--- config.mk ---
export PLATFORM = sky130hd
export DESIGN_NAME = mdu_ctrl
export DESIGN_NICKNAME = d
export VERILOG_FILES = /design/src/rtl/mdu_ctrl.sv
export SDC_FILE = /design/constraint.sdc
export NUM_CORES = 1
export LEC_CHECK = 0
export ABC_CLOCK_PERIOD_IN_PS = 5900
export BUFFER_PORTS_ARGS = -buffer_cell sky130_fd_sc_hd__buf_4
export CAP_MARGIN = 20
export CORE_MARGIN = 5
export CORE_UTILIZATION = 55
export CTS_CLUSTER_SIZE = 40
export DETAILED_ROUTE_END_ITERATION = 6
export GPL_TIMING_DRIVEN = 0
export HOLD_SLACK_MARGIN = 0.08
export PLACE_DENSITY_LB_ADDON = 0.3
export REMOVE_ABC_BUFFERS = 1
export SKIP_LAST_GASP = 1
export SLEW_MARGIN = 20
export SYNTH_ARGS = -nofsm -noshare
export SYNTH_HDL_FRONTEND = slang
export SYNTH_SLANG_ARGS = --single-unit
--- constraint.sdc ---
create_clock -name clk -period 5.9 [get_ports clk]
set_clock_uncertainty 0.2 [all_clocks]
set_input_delay 1.18 -clock clk [delete_from_list [all_inputs] [get_ports clk]]
set_output_delay 1.18 -clock clk [all_outputs]
set_load 0.05 [all_outputs]
--- src/rtl/mdu_ctrl.sv ---
// mdu_ctrl -- multi-cycle multiply/divide sequencer owning the HI/LO pair.
//
// Accepts MULT/MULTU/DIV/DIVU, runs 32 iterations of a shared 33-bit
// add/subtract (shift-add multiply, restoring divide) with sign correction
// before and after the loop, and services MTHI/MTLO writes while idle.
//
// Build option: define MDU_DIV_EN to build the DIV/DIVU datapath. Without it,
// a divide start is rejected with a one-cycle op_err pulse and nothing else
// changes.
//
// Ports:
//   clk          system clock, rising edge
//   reset        asynchronous active-low reset
//   start        launch an operation (sampled only while not busy)
//   op[1:0]      00 MULT, 01 MULTU, 10 DIV, 11 DIVU
//   A, B         rs / rt operands
//   hi_we, lo_we MTHI / MTLO write strobes (honoured only while not busy)
//   wdata        MTHI / MTLO data
//   busy         operation in flight (PREP, RUN, FIX)
//   done         one-cycle pulse once HI/LO hold the result
//   op_err       one-cycle pulse for a rejected start
//   HI, LO       architectural HI/LO registers

module mdu_ctrl #(
    parameter int WIDTH = 32
) (
    input  logic             clk,
    input  logic             reset,
    input  logic             start,
    input  logic [1:0]       op,
    input  logic [WIDTH-1:0] A,
    input  logic [WIDTH-1:0] B,
    input  logic             hi_we,
    input  logic             lo_we,
    input  logic [WIDTH-1:0] wdata,
    output logic             busy,
    output logic             done,
    output logic             op_err,
    output logic [WIDTH-1:0] HI,
    output logic [WIDTH-1:0] LO
);

    typedef enum logic [2:0] {
        ST_IDLE = 3'd0,
        ST_PREP = 3'd1,
        ST_RUN  = 3'd2,
        ST_FIX  = 3'd3,
        ST_DONE = 3'd4
    } state_t;

    // Conditional two's-complement negate of a 32-bit word.
    function automatic logic [31:0] cneg32(input logic [31:0] v, input logic en);
        logic [31:0] r;
        if (en) begin
            r = ~v + 32'd1;
        end else begin
            r = v;
        end
        return r;
    endfunction

    // Conditional two's-complement negate of the 64-bit product.
    function automatic logic [63:0] cneg64(input logic [63:0] v, input logic en);
        logic [63:0] r;
        if (en) begin
            r = ~v + 64'd1;
        end else begin
            r = v;
        end
        return r;
    endfunction

    state_t      state_r, state_nxt_s;
    logic        signed_r, signed_nxt_s;   // MULT / DIV (signed flavour)
    logic        rsign_r, rsign_nxt_s;     // result sign A^B (signed ops only)
    logic [31:0] a_r, a_nxt_s;             // raw A until PREP, then |A|
    logic [31:0] b_r, b_nxt_s;             // raw B until PREP, then |B|
    logic [63:0] work_r, work_nxt_s;       // {remainder/product hi, quotient/product lo}
    logic [4:0]  cnt_r, cnt_nxt_s;
    logic [31:0] hi_r, hi_nxt_s;
    logic [31:0] lo_r, lo_nxt_s;
    logic        busy_r, done_r, op_err_r;
    logic        op_err_nxt_s;
    logic        start_ok_s;

    // The one shared adder/subtractor used by every iteration.
    logic [32:0] add_x_s, add_y_s, add_sum_s;
    logic        add_sub_s;

`ifdef MDU_DIV_EN
    logic        div_r, div_nxt_s;         // operation is a divide
    logic        dsign_r, dsign_nxt_s;     // dividend was negative (signed divide)

    assign start_ok_s = 1'b1;
`else
    assign start_ok_s = ~op[1];
`endif

    assign add_sum_s = add_x_s + (add_y_s ^ {33{add_sub_s}}) + {32'd0, add_sub_s};

    // Adder operand selection for the current iteration.
    always_comb begin
        add_x_s   = 33'd0;
        add_y_s   = 33'd0;
        add_sub_s = 1'b0;
        if (state_r == ST_RUN) begin
`ifdef MDU_DIV_EN
            if (div_r) begin
                // Shift the partial remainder left, bring in the next dividend
                // bit (MSB first) and trial-subtract the divisor.
                add_x_s   = {work_r[63:32], a_r[~cnt_r]};
                add_y_s   = {1'b0, b_r};
                add_sub_s = 1'b1;
            end else begin
                add_x_s   = {1'b0, work_r[63:32]};
                add_y_s   = b_r[cnt_r] ? {1'b0, a_r} : 33'd0;
                add_sub_s = 1'b0;
            end
`else
            // Multiplier bits are consumed LSB first, indexed by the counter.
            add_x_s   = {1'b0, work_r[63:32]};
            add_y_s   = b_r[cnt_r] ? {1'b0, a_r} : 33'd0;
            add_sub_s = 1'b0;
`endif
        end else begin
            add_x_s   = 33'd0;
            add_y_s   = 33'd0;
            add_sub_s = 1'b0;
        end
    end

    // Next-state and datapath update logic.
    always_comb begin
        state_nxt_s  = state_r;
        signed_nxt_s = signed_r;
        rsign_nxt_s  = rsign_r;
        a_nxt_s      = a_r;
        b_nxt_s      = b_r;
        work_nxt_s   = work_r;
        cnt_nxt_s    = cnt_r;
        hi_nxt_s     = hi_r;
        lo_nxt_s     = lo_r;
        op_err_nxt_s = 1'b0;
`ifdef MDU_DIV_EN
        div_nxt_s    = div_r;
        dsign_nxt_s  = dsign_r;
`endif
        case (state_r)
            ST_IDLE, ST_DONE: begin
                if (start && start_ok_s) begin
                    // A start in the same cycle as a write wins; the write is dropped.
                    state_nxt_s  = ST_PREP;
                    signed_nxt_s = ~op[0];
                    a_nxt_s      = A;
                    b_nxt_s      = B;
`ifdef MDU_DIV_EN
                    div_nxt_s    = op[1];
`endif
                end else if (start) begin
                    state_nxt_s  = ST_IDLE;
                    op_err_nxt_s = 1'b1;
                end else begin
                    state_nxt_s = ST_IDLE;
                    if (hi_we) begin
                        hi_nxt_s = wdata;
                    end else begin
                        hi_nxt_s = hi_r;
                    end
                    if (lo_we) begin
                        lo_nxt_s = wdata;
                    end else begin
                        lo_nxt_s = lo_r;
                    end
                end
            end
            ST_PREP: begin
                rsign_nxt_s = signed_r & (a_r[31] ^ b_r[31]);
                a_nxt_s     = cneg32(a_r, signed_r & a_r[31]);
                b_nxt_s     = cneg32(b_r, signed_r & b_r[31]);
                work_nxt_s  = 64'd0;
                cnt_nxt_s   = 5'd0;
`ifdef MDU_DIV_EN
                dsign_nxt_s = signed_r & a_r[31];
                if (div_r && (b_r == 32'd0)) begin
                    // Divide by zero skips the loop; a_r still holds the raw dividend.
                    hi_nxt_s    = a_r;
                    lo_nxt_s    = 32'hFFFF_FFFF;
                    state_nxt_s = ST_DONE;
                end else begin
                    state_nxt_s = ST_RUN;
                end
`else
                state_nxt_s = ST_RUN;
`endif
            end
            ST_RUN: begin
`ifdef MDU_DIV_EN
                if (div_r) begin
                    // Sum bit 32 is the borrow: set means the trial went negative, so restore.
                    if (add_sum_s[32]) begin
                        work_nxt_s = {add_x_s[31:0], work_r[30:0], 1'b0};
                    end else begin
                        work_nxt_s = {add_sum_s[31:0], work_r[30:0], 1'b1};
                    end
                end else begin
                    work_nxt_s = {add_sum_s, work_r[31:1]};
                end
`else
                work_nxt_s = {add_sum_s, work_r[31:1]};
`endif
                cnt_nxt_s = cnt_r + 5'd1;
                if (cnt_r == 5'd31) begin
                    state_nxt_s = ST_FIX;
                end else begin
                    state_nxt_s = ST_RUN;
                end
            end
            ST_FIX: begin
`ifdef MDU_DIV_EN
                if (div_r) begin
                    // Remainder follows the dividend sign so the quotient truncates toward zero.
                    lo_nxt_s = cneg32(work_r[31:0], rsign_r);
                    hi_nxt_s = cneg32(work_r[63:32], dsign_r);
                end else begin
                    {hi_nxt_s, lo_nxt_s} = cneg64(work_r, rsign_r);
                end
`else
                {hi_nxt_s, lo_nxt_s} = cneg64(work_r, rsign_r);
`endif
                state_nxt_s = ST_DONE;
            end
            default: begin
                state_nxt_s = ST_IDLE;
            end
        endcase
    end

    // FSM state register.
    always_ff @(posedge clk or negedge reset) begin
        if (!reset) begin
            state_r <= ST_IDLE;
        end else begin
            state_r <= state_nxt_s;
        end
    end

    // Operand, working register, counter and HI/LO registers.
    always_ff @(posedge clk or negedge reset) begin
        if (!reset) begin
            signed_r <= 1'b0;
            rsign_r  <= 1'b0;
            a_r      <= 32'd0;
            b_r      <= 32'd0;
            work_r   <= 64'd0;
            cnt_r    <= 5'd0;
            hi_r     <= 32'd0;
            lo_r     <= 32'd0;
`ifdef MDU_DIV_EN
            div_r    <= 1'b0;
            dsign_r  <= 1'b0;
`endif
        end else begin
            signed_r <= signed_nxt_s;
            rsign_r  <= rsign_nxt_s;
            a_r      <= a_nxt_s;
            b_r      <= b_nxt_s;
            work_r   <= work_nxt_s;
            cnt_r    <= cnt_nxt_s;
            hi_r     <= hi_nxt_s;
            lo_r     <= lo_nxt_s;
`ifdef MDU_DIV_EN
            div_r    <= div_nxt_s;
            dsign_r  <= dsign_nxt_s;
`endif
        end
    end

    // Status outputs, registered from the next state so they align with it.
    always_ff @(posedge clk or negedge reset) begin
        if (!reset) begin
            busy_r   <= 1'b0;
            done_r   <= 1'b0;
            op_err_r <= 1'b0;
        end else begin
            busy_r   <= (state_nxt_s == ST_PREP) || (state_nxt_s == ST_RUN) ||
                        (state_nxt_s == ST_FIX);
            done_r   <= (state_nxt_s == ST_DONE);
            op_err_r <= op_err_nxt_s;
        end
    end

    assign busy   = busy_r;
    assign done   = done_r;
    assign op_err = op_err_r;
    assign HI     = hi_r;
    assign LO     = lo_r;

endmodule
==> results.sh <==
export IMPL_run_status="complete, no violations"
export IMPL_r2r_slack_ps=270
export IMPL_cp_data_arrival_time_ps=5890
export IMPL_row_count=57
export IMPL_setup_violations=0
export IMPL_avgViaCountPerCell=6.21
export IMPL_switchingPower_uw=4400
export IMPL_hold_path_end="LO[30]"
export IMPL_combPwrFrac_pct=52.6
export IMPL_drt_initial_drc_count=1159
export IMPL_syn_to_final_growth_pct=18.0
export IMPL_hold_buffers=0
export IMPL_p_seq_share_pct=30.8
export IMPL_numPortBuffers=169
export IMPL_num_vias=12592
export IMPL_diodes=0
export IMPL_ys_types=75
export IMPL_root_buffer="clkbuf_16"
export IMPL_async_flop_share_pct=100
export IMPL_fin_crit_sh_pct=95.4
export IMPL_fmax_mhz=178
export IMPL_hp_start="LO[30]"
export IMPL_yosysSeqAreaShare_pct=38.0
export IMPL_crit_start="cnt_r[1]"
export IMPL_synth_avg_cell_area_um2=8.57
export IMPL_maxSlewViolCount=0
export IMPL_synthCells=1575
export IMPL_die_h_um=167
export IMPL_p_leak_uw=0.00685
export IMPL_pwr_share_clk_pct=16.6
export IMPL_start_util_pct=55.7
export IMPL_hold_class="flip-flop to flip-flop"
export IMPL_yosys_warnings=0
export IMPL_synth_most_common_cell="dfrtp_1"
export IMPL_period_minus_slack_ps=5630
export IMPL_p_int_uw=4660
export IMPL_yosys_top_cells_count="205 x dfrtp_1, 173 x nand2_1, 146 x a21oi_1, 128 x o21ai_0, 94 x nor2_1"
export IMPL_synth_xor_area_share_pct=5.19
export IMPL_globalRoute_totalOverflow=0
export IMPL_clock_latency_ps=520
export IMPL_crit_fanout=29
export IMPL_synth_seq_cells=205
export IMPL_tightest_slew_ps=1050
export IMPL_critical_path_max_stage_delay_ps=710
export IMPL_io_pins=170
export IMPL_numCtsBuffers=23
export IMPL_power_density_nw_per_um2=569
export IMPL_fillCellCount=2054
export IMPL_r2r_end="work_r[62]"
export IMPL_antenna_found_initial=0
export IMPL_grt_max_degree=79
export IMPL_endpoint_kind="flip-flop"
export IMPL_maxCapViolCount=0
export IMPL_irDropWorstVdd_v=0.000315
export IMPL_coreArea_um2=24200
export IMPL_synthAdderAreaFrac_pct=3.58
export IMPL_cts_htree_levels=1
export IMPL_nNetsFinal=1829
export IMPL_cts_sink_count=205
export IMPL_clkTransAtPathRegs_ps=60
export IMPL_rr_worst_depth=13
export IMPL_ant_nets=0
export IMPL_r2r_start="cnt_r[1]"
export IMPL_slew_headroom_pct=29.7
export IMPL_netlist_area_um2=13500
export IMPL_worstHoldPathCells=2
export IMPL_cts_path_max_buffers=3
export IMPL_crit_required_ps=6160
export IMPL_hold_viol_final=0
export IMPL_finalSetupTns_ps=0
export IMPL_final_layout_size_suffix_gt1_share_pct=15.8
export IMPL_rsz0062_at_grt="false"
export IMPL_wire_per_inst_um=18.2
export IMPL_gp_congestion=0.930
export IMPL_die_area_um2=27800
export IMPL_grt_pass1_wl_um=60900
export IMPL_drc=0
export IMPL_cts_tree="done"
export IMPL_synth_compound_area_share_pct=24.3
export IMPL_worst_path_max_delay_cell="dfrtp_1"
export IMPL_grt_use_total_pct=25.6
export IMPL_postLayoutCellArea_um2=15900
export IMPL_synth_edff_count=0
export IMPL_post_cts_resized=0
export IMPL_cts_setup_buffers=0
export IMPL_synth_top_family_by_area="compound AO/OA/AOI/OAI gates"
export IMPL_dpl_cell_area_um2=15100
export IMPL_synth_simple_area_share_pct=21.8
export IMPL_grt_pass1_vias=12053
export IMPL_path_class="flip-flop to flip-flop"
export IMPL_path_cells="mux4_2 > mux4_2 > mux2i_1 > nor2_2 > and2_1 > ha_1 > o21ai_0 > a2111o_1 > a31oi_1 > a2bb2oi_1 > a31oi_1 > or4_1 > nand3_1"
export IMPL_die_x_um=167
export IMPL_synth_largest_area_cell="dfrtp_1"
export IMPL_ys_flop_type="dfrtp_1"
export IMPL_hpwl_um=26500
export IMPL_startpoint_type="flip-flop"
export IMPL_dr_pass1_iters=5
export IMPL_swShare_pct=48.5
export IMPL_synthMuxAreaShare_pct=3.52
export IMPL_wirelength_um=36900
export IMPL_synth_area_leaders="dfrtp_1 38%, a21oi_1 5.4%, nand2_1 4.8%"
export IMPL_synth_top_cell_area_share_pct=38.0
[critical path, delay by kind of cell (launching register included)]
kind                     cells  cell delay [ps]
AO/OA/AOI/OAI                5             1550
multiplexers                 3             1530
flip-flops                   1              710
adder cells (fa/ha/maj)      1              380
AND/OR/NAND/NOR              4             1190
[metal layers]
metal | part of all wire (%) | track usage, % | vias to the layer above
met5 | 0 | 0 | -
met4 | 2.2 | 6.47 | 0
met3 | 6.8 | 3.79 | 50
met2 | 46 | 41.0 | 456
met1 | 45 | 36.9 | 6059
li1 | - | - | 6027
[worst max path at each step]
stage                       to  slack, ps  cells after the start
floorplan           work_r[33]      -5580                      3
global placement    work_r[39]     -14170                      3
detailed placement  work_r[62]        170                     13
CTS                 work_r[62]        170                     13
global route        work_r[62]         90                     13
finish              work_r[62]        270                     13
[placed cells by master, fill, tap and decap left out, types with 37 or more instances in the layout]
| cell type | synthesis | routed |
|---|---|---|
| a211oi_1 | 47 | 47 |
| nor3_1 | 37 | 37 |
| a21oi_1 | 146 | 146 |
| buf_4 | 0 | 179 |
| dfrtp_1 | 205 | 203 |
| o21ai_0 | 128 | 128 |
| nor2b_1 | 43 | 43 |
| ha_1 | 37 | 37 |
| xor2_1 | 55 | 55 |
| and2_1 | 67 | 64 |
| nor2_1 | 94 | 92 |
| nand2_1 | 173 | 173 |
[area by class of cell]
cell class / instances / area, µm² / share of cell area [%]
Clock buffer: 32 / 649 / 4.08
Tap cell: 324 / 405 / 2.55
Inverter: 21 / 81.3 / 0.511
Timing Repair Buffer: 192 / 1600 / 10.1
Clock inverter: 8 / 133 / 0.833
Multi-Input combinational cell: 1245 / 7920 / 49.7
Sequential cell: 205 / 5130 / 32.2
[power groups by stage]
stage / Combinational (µW) / Clock [µW] / Sequential (µW)
global placement: 4500 / 0 / 2780
finish: 4760 / 1500 / 2790
detailed placement: 4720 / 0 / 2780
floorplan: 2560 / 0 / 3370
CTS: 4750 / 1530 / 2770
global route: 5170 / 1580 / 2890
[sequential cells by signal, indices dropped and copies added, names as in the netlist]
name	count
HI	32
LO	32
a_r	32
b_r	32
busy	1
cnt_r	5
done	1
op_err	1
rsign_r	1
signed_r	1
state_r	3
work_r	64
[metrics by stage]
step / power [µW] / hold slack [ps] / worst slack [ps] / util, % / instances
2_1_floorplan: 5930 / 291 / -5580 / - / 1471
3_3_place_gp: 7270 / 318 / -14170 / 60.9 / 1964
3_5_place_dp: 7500 / 314 / 165 / 62.4 / 1987
4_1_cts: 9040 / 332 / 168 / 65.6 / 2027
5_1_grt: 9640 / 364 / 93.9 / 65.7 / 2027
6_report: 9060 / 329 / 269 / 65.7 / 2027
[kinds of logic (layout without fill, tap and decap cells)]
group	Yosys count	count (layout)
xor gates and xnor gates	80	80
AOI/OAI and AO/OA	519	519
DFF	205	205
muxes	35	35
and+or+nand+nor	573	573
buffers and inverters	125	253
adders and majority gates	38	38
(Power assumes the default switching activity.)
